--- src/rtl/usb_bus_reset_detect.sv ---
// USB full-speed bus reset / suspend detector on the raw D+/D- pair.
// Drives an active-low reset for the USB core and a suspend flag for power management.
module usb_bus_reset_detect #(
  parameter int SYNC_STAGES = 2,
  parameter int T_RESET     = 120,
  parameter int T_SUSPEND   = 144000
) (
  input  logic clk,
  input  logic reset_in_n,
  input  logic d_p,
  input  logic d_n,
  output logic usb_reset_n,
  output logic suspend,
  output logic se0
);

  localparam int CW = $clog2(T_SUSPEND + 1);
  localparam logic [CW-1:0] CNT_MAX   = CW'(T_SUSPEND);
  localparam logic [CW-1:0] CNT_RESET = CW'(T_RESET);
  localparam logic [CW-1:0] CNT_ONE   = CW'(1);

  generate
    if (T_RESET < 1 || T_RESET >= T_SUSPEND) begin : g_bad_timing
      $error("usb_bus_reset_detect: need 1 <= T_RESET < T_SUSPEND");
    end
    if (SYNC_STAGES < 2) begin : g_bad_sync
      $error("usb_bus_reset_detect: SYNC_STAGES must be at least 2");
    end
  endgenerate

  typedef enum logic [1:0] {
    ACTIVE    = 2'd0,
    BUS_RESET = 2'd1,
    SUSPENDED = 2'd2
  } state_t;

  state_t state;
  state_t state_next;

  logic [SYNC_STAGES-1:0] p_sync;
  logic [SYNC_STAGES-1:0] n_sync;
  logic                   j_q;
  logic [CW-1:0]          cnt;
  logic [CW-1:0]          cnt_inc;
  logic [CW-1:0]          cnt_next;
  logic                   line_p;
  logic                   line_n;
  logic                   line_se0;
  logic                   line_j;

  assign line_p   = p_sync[SYNC_STAGES-1];
  assign line_n   = n_sync[SYNC_STAGES-1];
  assign line_se0 = !line_p && !line_n;
  assign line_j   = line_p && !line_n;

  // se0 and j_q hold the previous sample's class, so a match means the run continues.
  always_comb begin
    cnt_inc  = (cnt == CNT_MAX) ? cnt : cnt + CNT_ONE;
    cnt_next = '0;
    if (line_se0) begin
      cnt_next = se0 ? cnt_inc : CNT_ONE;
    end else if (line_j) begin
      cnt_next = j_q ? cnt_inc : CNT_ONE;
    end
  end

  always_comb begin
    state_next = state;
    case (state)
      ACTIVE: begin
        if (line_se0 && cnt_next >= CNT_RESET) begin
          state_next = BUS_RESET;
        end else if (line_j && cnt_next == CNT_MAX) begin
          state_next = SUSPENDED;
        end
      end
      BUS_RESET: if (!line_se0) state_next = ACTIVE;
      SUSPENDED: if (!line_j)   state_next = ACTIVE;
      default:   state_next = ACTIVE;
    endcase
  end

  // Sync flops reset to J so that leaving reset never looks like an SE0.
  always_ff @(posedge clk or negedge reset_in_n) begin
    if (!reset_in_n) begin
      p_sync      <= '1;
      n_sync      <= '0;
      j_q         <= 1'b0;
      se0         <= 1'b0;
      cnt         <= '0;
      state       <= ACTIVE;
      usb_reset_n <= 1'b0;
      suspend     <= 1'b0;
    end else begin
      p_sync      <= {p_sync[SYNC_STAGES-2:0], d_p};
      n_sync      <= {n_sync[SYNC_STAGES-2:0], d_n};
      j_q         <= line_j;
      se0         <= line_se0;
      cnt         <= cnt_next;
      state       <= state_next;
      usb_reset_n <= (state_next != BUS_RESET);
      suspend     <= (state_next == SUSPENDED);
    end
  end

endmodule

--- config.mk ---
export PLATFORM = sky130hd
export DESIGN_NAME = usb_bus_reset_detect
export DESIGN_NICKNAME = d
export VERILOG_FILES = /design/src/rtl/usb_bus_reset_detect.sv
export SDC_FILE = /design/constraint.sdc
export NUM_CORES = 1
export LEC_CHECK = 0
export ABC_AREA = 1
export CAP_MARGIN = 25
export CORE_MARGIN = 2
export CORE_UTILIZATION = 35
export DETAILED_ROUTE_END_ITERATION = 10
export HOLD_SLACK_MARGIN = 0.1
export PLACE_DENSITY_LB_ADDON = 0.3
export SLEW_MARGIN = 10
export SYNTH_ARGS = -nofsm -noshare
export SYNTH_HDL_FRONTEND = slang
export SYNTH_SLANG_ARGS = --single-unit
--- constraint.sdc ---
create_clock -name clk -period 2.49 [get_ports clk]
set_input_delay 0.498 -clock clk [delete_from_list [all_inputs] [get_ports clk]]
set_output_delay 0.498 -clock clk [all_outputs]
set_load 0.01 [all_outputs]
# After elaboration in Yosys (flattened, before gate mapping)
# Cells that the tools add are included.
dict set report word_totals {
  word_cells 33
  register_bits 28
  out_inout_bits 3
}
dict set report op_classes {
  add_sub_neg 1
  reduce_logical 7
  eq_ne 6
  n_lt_le_gt_ge 1
  mux 10
}
# cell n
set op_table {}
lappend op_table {{$mux 18} 5}
lappend op_table {{$eq 18x18->1 const B} 2}
lappend op_table {{$add 18x1->18 const B} 1}
lappend op_table {{$ge 18x7->1 const B} 1}
lappend op_table {{$mux 2} 4}
lappend op_table {{$pmux 2 s3} 1}
lappend op_table {{$eq 2x2->1 const B} 2}
lappend op_table {{$logic_and 1x1->1} 4}
lappend op_table {{$eq 2x1->1 const B} 1}
lappend op_table {{$logic_not 1->1} 2}
lappend op_table {{$logic_not 2->1} 1}
lappend op_table {{$ne 2x1->1 const B} 1}

# Depth between registers and ports, before layout
# Gate-level depths: netlist (run 1).
dict set report depth {
  word_depth 11
  mapped_depth 16
}

# Worst setup path after synthesis (run 1)
# Ideal clock, no wire load.
dict set report synth_timing {
  path_kind {register -> register}
  from {reg cnt[0]}
  to {reg state[1]}
  path_buffers 0
  period_less_slack_ns 1.697
  slack_ns 0.793
  required_ns 2.413
  arrival_time_ns 1.620
  stages_incl_launch_ff 15
  path_cell_list {dfrtp_1 -> inv_1 -> ha_1 -> inv_1 -> nor2_1 -> nand3_1 -> nor2_2 -> nand2_1 -> o21ai_0 -> nor2_1 -> nor2_1 -> nand3_1 -> nor2_2 -> nand2_1 -> a21oi_1}
}
dict set report synth_between {
  elab_chain_len 10
  word_cells_on_any_way 14
}
# item line_no
set synth_rtl {}
lappend synth_rtl {{from (decl)} 43} ;# logic [CW-1:0] cnt;
lappend synth_rtl {{from (signal assigned)} 99} ;# cnt <= cnt_next;
lappend synth_rtl {{$add 18x1->18 / $eq 18x18->1 (equally long branches)} 58} ;# cnt_inc = (cnt == CNT_MAX) ? cnt : cnt + CNT_ONE;
lappend synth_rtl {{$mux 18 (*)} 58}
lappend synth_rtl {{$mux 18} 63} ;# cnt_next = j_q ? cnt_inc : CNT_ONE;
lappend synth_rtl {{$mux 18} 62} ;# end else if (line_j) begin
lappend synth_rtl {{$mux 18 (*)} 60} ;# if (line_se0) begin
lappend synth_rtl {{net cnt_next[1]} 45} ;# logic [CW-1:0] cnt_next;
lappend synth_rtl {{branches (longest 3 deep; another with $ge 18x7->1)} --}
lappend synth_rtl {{$mux 2 (*)} 71} ;# if (line_se0 && cnt_next >= CNT_RESET) begin
lappend synth_rtl {{$pmux 2 s3 (*)} 69} ;# case (state)
lappend synth_rtl {{net state_next[1]} 38} ;# state_t state_next;
lappend synth_rtl {{to (signal assigned)} 100} ;# state <= state_next;
lappend synth_rtl {{to (decl)} 37} ;# state_t state;
# Mark *: on every way through the listed nets, which the timed path passes.

# Final worst setup path (run 1)
dict set report layout_timing {
  from {reg p_sync[1]}
  to {reg suspend}
}
dict set report layout_between {
  elab_chain_len 9
  word_cells_on_any_way 15
}
# item line_no
set layout_rtl {}
lappend layout_rtl {{from (decl)} 40} ;# logic [SYNC_STAGES-1:0] p_sync;
lappend layout_rtl {{from (signal assigned)} 95} ;# p_sync <= {p_sync[SYNC_STAGES-2:0], d_p};
lappend layout_rtl {{$logic_and 1x1->1 / $logic_not 1->1 (equally long branches)} {54, 53}}
lappend layout_rtl {{$mux 18 / $logic_and 1x1->1 (equally long branches)} {62, 53}}
lappend layout_rtl {{$mux 18 (*)} 60}
lappend layout_rtl {{net cnt_next[9]} 45}
lappend layout_rtl {{branches (longest 3 deep; another with $ge 18x7->1)} --}
lappend layout_rtl {{$mux 2 (*)} 71}
lappend layout_rtl {{$pmux 2 s3 (*)} 69}
lappend layout_rtl {{$eq 2x2->1 (*)} 102} ;# suspend <= (state_next == SUSPENDED);
lappend layout_rtl {{to (signal assigned)} 102}
lappend layout_rtl {{to (decl)} 13} ;# output logic suspend,
# Marks and branches as above.

==> results.md, run 1 <==
* Outcome: completed
* Syn nets at 243
* Number of vias per cell at 4.811
* Clock tree buffer depth at 2
* Clock Latency Late Sink at 0.28 ns
* RePlAce Congestion at 0.8320
* Starting Density at 0.3573
* Largest net degree at the start of global routing at 29
* Max Freq at 486.1 MHz
* MaxCap Viol Count at 0
* Worst setup SP type: flip-flop
* Minimum clock period at 2.057 ns
* Clk sink count at 28
* Most frequent cells in the layout: nand2_1 (63), nor2_1 (46), inv_1 (35), nand3_1 (29), dfrtp_1 (26)
* Sequential area share after synthesis at 0.4251
* Share of the synthesized area in the top cell type at 0.3933
* Grt met3 use at 0.02210
* Hold WC Path Type: flip-flop to flip-flop
* Crit Path Class: flip-flop to flip-flop
* Vias in the first global route at 1,390
* Leak pwr at 0.8089 nW
* Syn_area_per_cell at 6.979 µm²
* Drt pass-1 iters at 4
* Row count at 25
* Maximum vdd drop at 0.2541 mV
* Post-CTS setup buffer count at 0
* Least-Margin Pin Slew at 0.5065 ns
* Post-Syn Instances at 237
* I/O Pins at 7
* GR Util met1 at 0.2072
* Fin. Hold Viols at 0
* Arrival time at the worst endpoint at 2.26 ns
* Final worst path period share at 0.8262
* Layout area overhead at 11.80%
* Yosys Warn Count at 0
* DIE WIDTH at 72.75 µm
* Area leader, netlist: dfrtp_1
* Slew Viols, Final at 0
* Drt drc at 0
* Area contributors post-synth: dfrtp_1 (39%), nand2_1 (14%), nor2_1 (10%), nand3_1 (8.8%), inv_1 (7.9%)
* Final setup fails at 0
* Final instance area at 1849 µm²
* CTS tree: built
* RSZ-0062 raised after global routing: no
* Final wirelength at 3579 µm
* First-pass GRT wire length at 6313 µm
* Crit end category: flip-flop
* Initial antenna violation count at 0
* Grt met2 use at 0.2535
* Commonest non-fill, non-tap cell in the layout: nand2_1
* Root Buffer: clkbuf_8
* Die H at 72.75 µm
* Power per Cell Area at 476.1 nW/µm²
* Clock-pin slew on the worst setup and hold paths at 0.10 ns
* Antenna-violating nets left at 0
* Core area at 4629 µm²
* CTS resizes at 0
* Setup Skew at 0.006371 ns
* Final TNS setup at 0 ns
* Cell Area, Placed at 1778 µm²
* Required time worst endpoint at 2.70 ns
* Layout net count at 254
* #FFs+latches synth at 28
* Slew Limit Headroom at 0.6610
* Unique cell type count in the Yosys netlist at 20
* TritonCTS Buffers at 3
* Reg-to-reg setup timing slack at 0.43 ns
* DR vias at 1,448
* # hold bufs at CTS at 0
* GR Util All Layers at 0.1528
* Most Used Layer, Global Route: met2
* Port Buffers at 6
* Post-synth design cell area at 1654 µm²
* Share of cells above drive strength 1 at 0.09312
* GRT overflow at 0
* Antenna Cells at 0
* Die Area at 5292 µm²
* Avg WL per Cell at 11.89 µm
* DR iter-0 viols at 92
* Final HPWL DP at 2782 µm
* CTS H-tree depth at 1
* CP max FO at 18
## worst paths after layout
path	depth (start not counted)	endpoint	start
setup reg to reg	10	suspend	p_sync[1]
setup / recovery	10	suspend	p_sync[1]
hold / removal	0	n_sync[1]	n_sync[0]
hold reg to reg	0	n_sync[1]	n_sync[0]
max in group asynchronous	2	p_sync[1]	reset_in_n
min in group asynchronous	2	cnt[4]	reset_in_n
## routing by layer
metal | vias to the layer above | wire [µm]
li1 | 751 | -
met1 | 666 | 1749
met2 | 27 | 1679
met3 | 4 | 108
met4 | 0 | 41
met5 | - | 0
## registers in the layout, indices dropped and copies added (netlist names)
| register | cells |
|---|---|
| state | 2 |
| n_sync | 2 |
| suspend | 1 |
| usb_reset_n | 1 |
| cnt | 18 |
| j_q | 1 |
| se0 | 1 |
| p_sync | 2 |
## cell usage after synthesis
cell type / count
nand2_2: 4
and2_1: 1
nor2_1: 46
inv_1: 35
nand3b_1: 2
nand4_1: 4
o21ai_1: 1
nand3_2: 1
nor2_2: 6
dfrtp_1: 26
o21ai_0: 3
a21oi_1: 5
clkinv_1: 1
nand2_1: 63
ha_1: 2
o21ai_4: 1
nor2_4: 4
dfstp_2: 2
buf_6: 1
nand3_1: 29
## power by group
part / switching (mW) / total, mW / internal, mW
sequential: 0.00577 / 0.468 / 0.463
combinational: 0.0281 / 0.0436 / 0.0155
clock: 0.153 / 0.368 / 0.215
## metrics by stage
stage / util / power, mW / hold slack (ns) / cells / setup WS (ns)
4_1_cts: 0.3995 / 0.8896 / 0.3596 / 301 / 0.4200
5_1_grt: 0.3995 / 0.9030 / 0.3670 / 301 / 0.2062
6_report: 0.3995 / 0.8805 / 0.3575 / 301 / 0.4328
2_1_floorplan: - / 0.5010 / 0.2024 / 237 / 0.7927
3_3_place_gp: 0.3841 / 0.5219 / 0.3317 / 297 / 0.4415
3_5_place_dp: 0.3841 / 0.5225 / 0.3347 / 297 / 0.4604
## cells by family (layout without fill, tap and decap cells)
kind of cell,Yosys count,after routing,synth area share
buffers and inverters,37,47,0.08850
AOI/OAI and AO/OA,10,10,0.03706
adders and majority gates,2,2,0.01513
and+or+nand+nor,160,160,0.4342
DFF,28,28,0.4251
## critical path, stage by stage (launching register included)
cell and delay, ns:
dfstp_2 0.58, nand2_2 0.08, o21ai_4 0.42, nand2_1 0.10, nor2_1 0.21, nand3b_1 0.11
nor2_1 0.10, nand3_1 0.09, nor2_2 0.11, nand2_1 0.06, a21oi_1 0.12
## final cells by class
cell class | instances | area (µm²)
Tap cell | 54 | 67.56
Multi-Input combinational cell | 172 | 804.5
Timing Repair Buffer | 7 | 67.56
Fill cell | 499 | 2780
Inverter | 36 | 135.1
Sequential cell | 28 | 703.2
Clock inverter | 1 | 30.03
Clock buffer | 3 | 41.29
No activity file was read; power rests on OpenSTA's default activity.
==> run 2, diff against run 1 <==
==> constraint.sdc (replaced) <==
create_clock -name clk -period 2 [get_ports clk]
set_input_delay 0.4 -clock clk [delete_from_list [all_inputs] [get_ports clk]]
set_output_delay 0.4 -clock clk [all_outputs]
set_load 0.01 [all_outputs]
==> run 2 against run 1 <==
Clock-buffer cell count stayed put. Combinational power grew 88%. Design area increased by 14%. Sequential share of layout area decreased by 4.3 points. Die area unchanged. Total power grew 28%. Critical path depth increased by 3. Clock power rose by 26%. Flip-flop and latch count did not move. Register-to-register slack got worse by 0.35 ns. Clock skew decreased by 0.00099 ns. Critical path type unchanged. Highest routed layer unchanged.
==> results.md, run 2 (synthesis gave the netlist of run 1 again) <==
* Outcome: completed
* Drt drc at 0 (unchanged)
* Die H at 72.75 µm (unchanged)
* P_sw at 0.2511 mW (+34%)
* Largest net degree at the start of global routing at 29 (unchanged)
* Power per Cell Area at 534.5 nW/µm² (+12%)
* CP max FO at 4 (-14)
* Slew Viols, Final at 0 (unchanged)
* Final Core Density at 0.4565 (+0.05703)
* Vias in the first global route at 1,345 (-3.2%)
* Reg-to-reg setup timing slack at 0.08 ns (-0.35 ns)
* Cell breakdown of the critical path: ha_2, nand2_4, nor2_2, buf_4, nand2_1, nand2_1, nand3_2, nand3b_1, nor2_1, nand3_1, nor2_2, nand2_2, a21oi_2
* Worst reg2reg path depth at 13 (+3)
* Non-Filler Instances at 317 (+5.3%)
* GR Util All Layers at 0.1532 (+0.0004708)
* Most flops, register: cnt
* RSZ-0062 raised after global routing: yes
* Crit end category: flip-flop
* Die Area at 5292 µm² (unchanged)
* Clock Latency Late Sink at 0.28 ns (about the same)
* Setup Skew at 0.005381 ns (-0.0009901 ns)
* Worst Setup SP: cnt[1]
* R2r endpoint: state[1]
* TritonCTS Buffers at 3 (unchanged)
* Slew Limit Headroom at 0.7496 (+0.08854)
* CTS tree: built
* Final worst path period share at 0.9577 (+0.1315)
* Antenna Cells at 0 (unchanged)
* Number of vias per cell at 4.823 (+0.26%)
* Sw Share at 0.2223 (+0.01020)
* Fin. Hold Viols at 0 (unchanged)
* Commonest non-fill, non-tap cell in the layout: nand2_1
* RePlAce Congestion at 0.8114 (-2.5%)
* Kind of cell adding the most delay to the critical path: simple AND/OR/NAND/NOR gates
* Layout area overhead at 27.76%
* I/O Pins at 7 (unchanged)
* Share of cells above drive strength 1 at 0.2852 (+0.1921)
* DR iter-0 viols at 86 (-6.5%)
* Leak pwr at 0.9164 nW (+13%)
* Largest register FFs at 18 (unchanged)
* Core area at 4629 µm² (unchanged)
* Slowest-stage cell, CP: dfrtp_2
* CTS H-tree depth at 1 (unchanged)
* GRT overflow at 0 (unchanged)
* Hold WS at 0.3572 ns (-0.0002920 ns)
* Final TNS setup at 0 ns (unchanged)
* Final wirelength at 4118 µm (+15%)
* Worst path depth at 13 (+3)
* Most frequent cells in the layout: nand2_1 (58), nor2_1 (38), inv_1 (31), nand3_1 (23), dfrtp_1 (18)
* Final HPWL DP at 2844 µm (+2.2%)
* Drt pass-1 iters at 4 (unchanged)
* Required time worst endpoint at 2.22 ns (-0.48 ns)
* Row count at 25 (unchanged)
* Comb pwr share at 0.073 (+0.023)
* Filler cells at 472 (-5.4%)
* Least-Margin Pin Slew at 0.3756 ns (-0.1309 ns)
* Antenna-violating nets left at 0 (unchanged)
* Crit Path Class: flip-flop to flip-flop
* DR vias at 1,529 (+5.6%)
* MaxCap Viol Count at 0 (unchanged)
* Cells after DPL at 302 (+1.7%)
* Critical path's largest stage delay at 0.47 ns (-0.11 ns)
* Clock-pin slew on the worst setup and hold paths at 0.10 ns (about the same)
* Crit path buf inv count at 1 (+1)
* Avg WL per Cell at 12.99 µm (+9.3%)
* Final WS setup at 0.08463 ns (-0.3482 ns)
* Layout net count at 270 (+6.3%)
* RR Startpoint: cnt[1]
* CP Capture Point: state[1]
* Clock share of power at 0.410 (-0.008)
* P_int at 0.8784 mW (+27%)
* Starting Density at 0.3573 (unchanged)
* Worst setup SP type: flip-flop
* Clock tree buffer depth at 2 (unchanged)
* Hold WC Path Type: flip-flop to flip-flop
* Arrival time at the worst endpoint at 2.14 ns (-0.12 ns)
* DIE WIDTH at 72.75 µm (unchanged)
* Final setup fails at 0 (unchanged)
* Dpl ws at 0.04112 ns (-0.4192 ns)
* Port Buffers at 6 (unchanged)
* Maximum vdd drop at 0.3156 mV (+24%)
* First-pass GRT wire length at 6210 µm (-1.6%)
* Sequential share of power at 0.518 (-0.014)
* Initial antenna violation count at 0 (unchanged)
* Clk sink count at 28 (unchanged)
* Root Buffer: clkbuf_8
* Minimum clock period at 1.915 ns (-0.1418 ns)
* Max Freq at 522.1 MHz (+7.4%)
==> run 2: final cells by class <==
class	instances	area, µm²	area share
Multi-Input combinational cell	174	945.9	0.4476
Sequential cell	28	713.2	0.3375
Timing Repair Buffer	21	180.2	0.08526
Inverter	36	135.1	0.06394
Tap cell	54	67.56	0.03197
Clock buffer	3	41.29	0.01954
Clock inverter	1	30.03	0.01421
==> run 2: metal layers <==
| layer | vias to the layer above | track usage | part of all wire |
|---|---|---|---|
| li1 | 789 | - | - |
| met4 | 0 | 0.05556 | 0.018 |
| met1 | 699 | 0.2021 | 0.48 |
| met5 | - | 0 | 0 |
| met2 | 33 | 0.2495 | 0.47 |
| met3 | 8 | 0.03039 | 0.039 |
==> run 2: worst min-delay path by stage <==
stage / from / endpoint / slack [ns] / depth (start not counted)
after floorplan: reset_in_n / cnt[0] / 0.10 / 0
after CTS: n_sync[0] / n_sync[1] / 0.36 / 0
after global placement: n_sync[0] / n_sync[1] / 0.33 / 0
after global routing: p_sync[0] / p_sync[1] / 0.37 / 0
after detailed placement: n_sync[0] / n_sync[1] / 0.33 / 0
final: n_sync[0] / n_sync[1] / 0.36 / 0
==> run 2: power by group through the flow <==
stage	registers (mW)	logic, mW	clock network (mW)
after floorplan	0.594	0.0298	0
after global placement	0.594	0.0587	0
after detailed placement	0.595	0.0598	0
after CTS	0.584	0.0602	0.468
after global routing	0.586	0.0915	0.495
final	0.585	0.0820	0.463
==> run 2: per-stage QoR <==
stage / instance area [µm²] / power [mW]
finish: 2113 / 1.129
global route: 2113 / 1.172
CTS: 1887 / 1.112
detailed placement: 1815 / 0.6545
global placement: 1815 / 0.6530
floorplan: 1654 / 0.6237
==> run 2: what timing repair did <==
action                     4_1_cts  5_1_grt
resized for setup                0       49
setup endpoints to repair        0        4
setup buffers                    0        9
hold buffers                     0        0
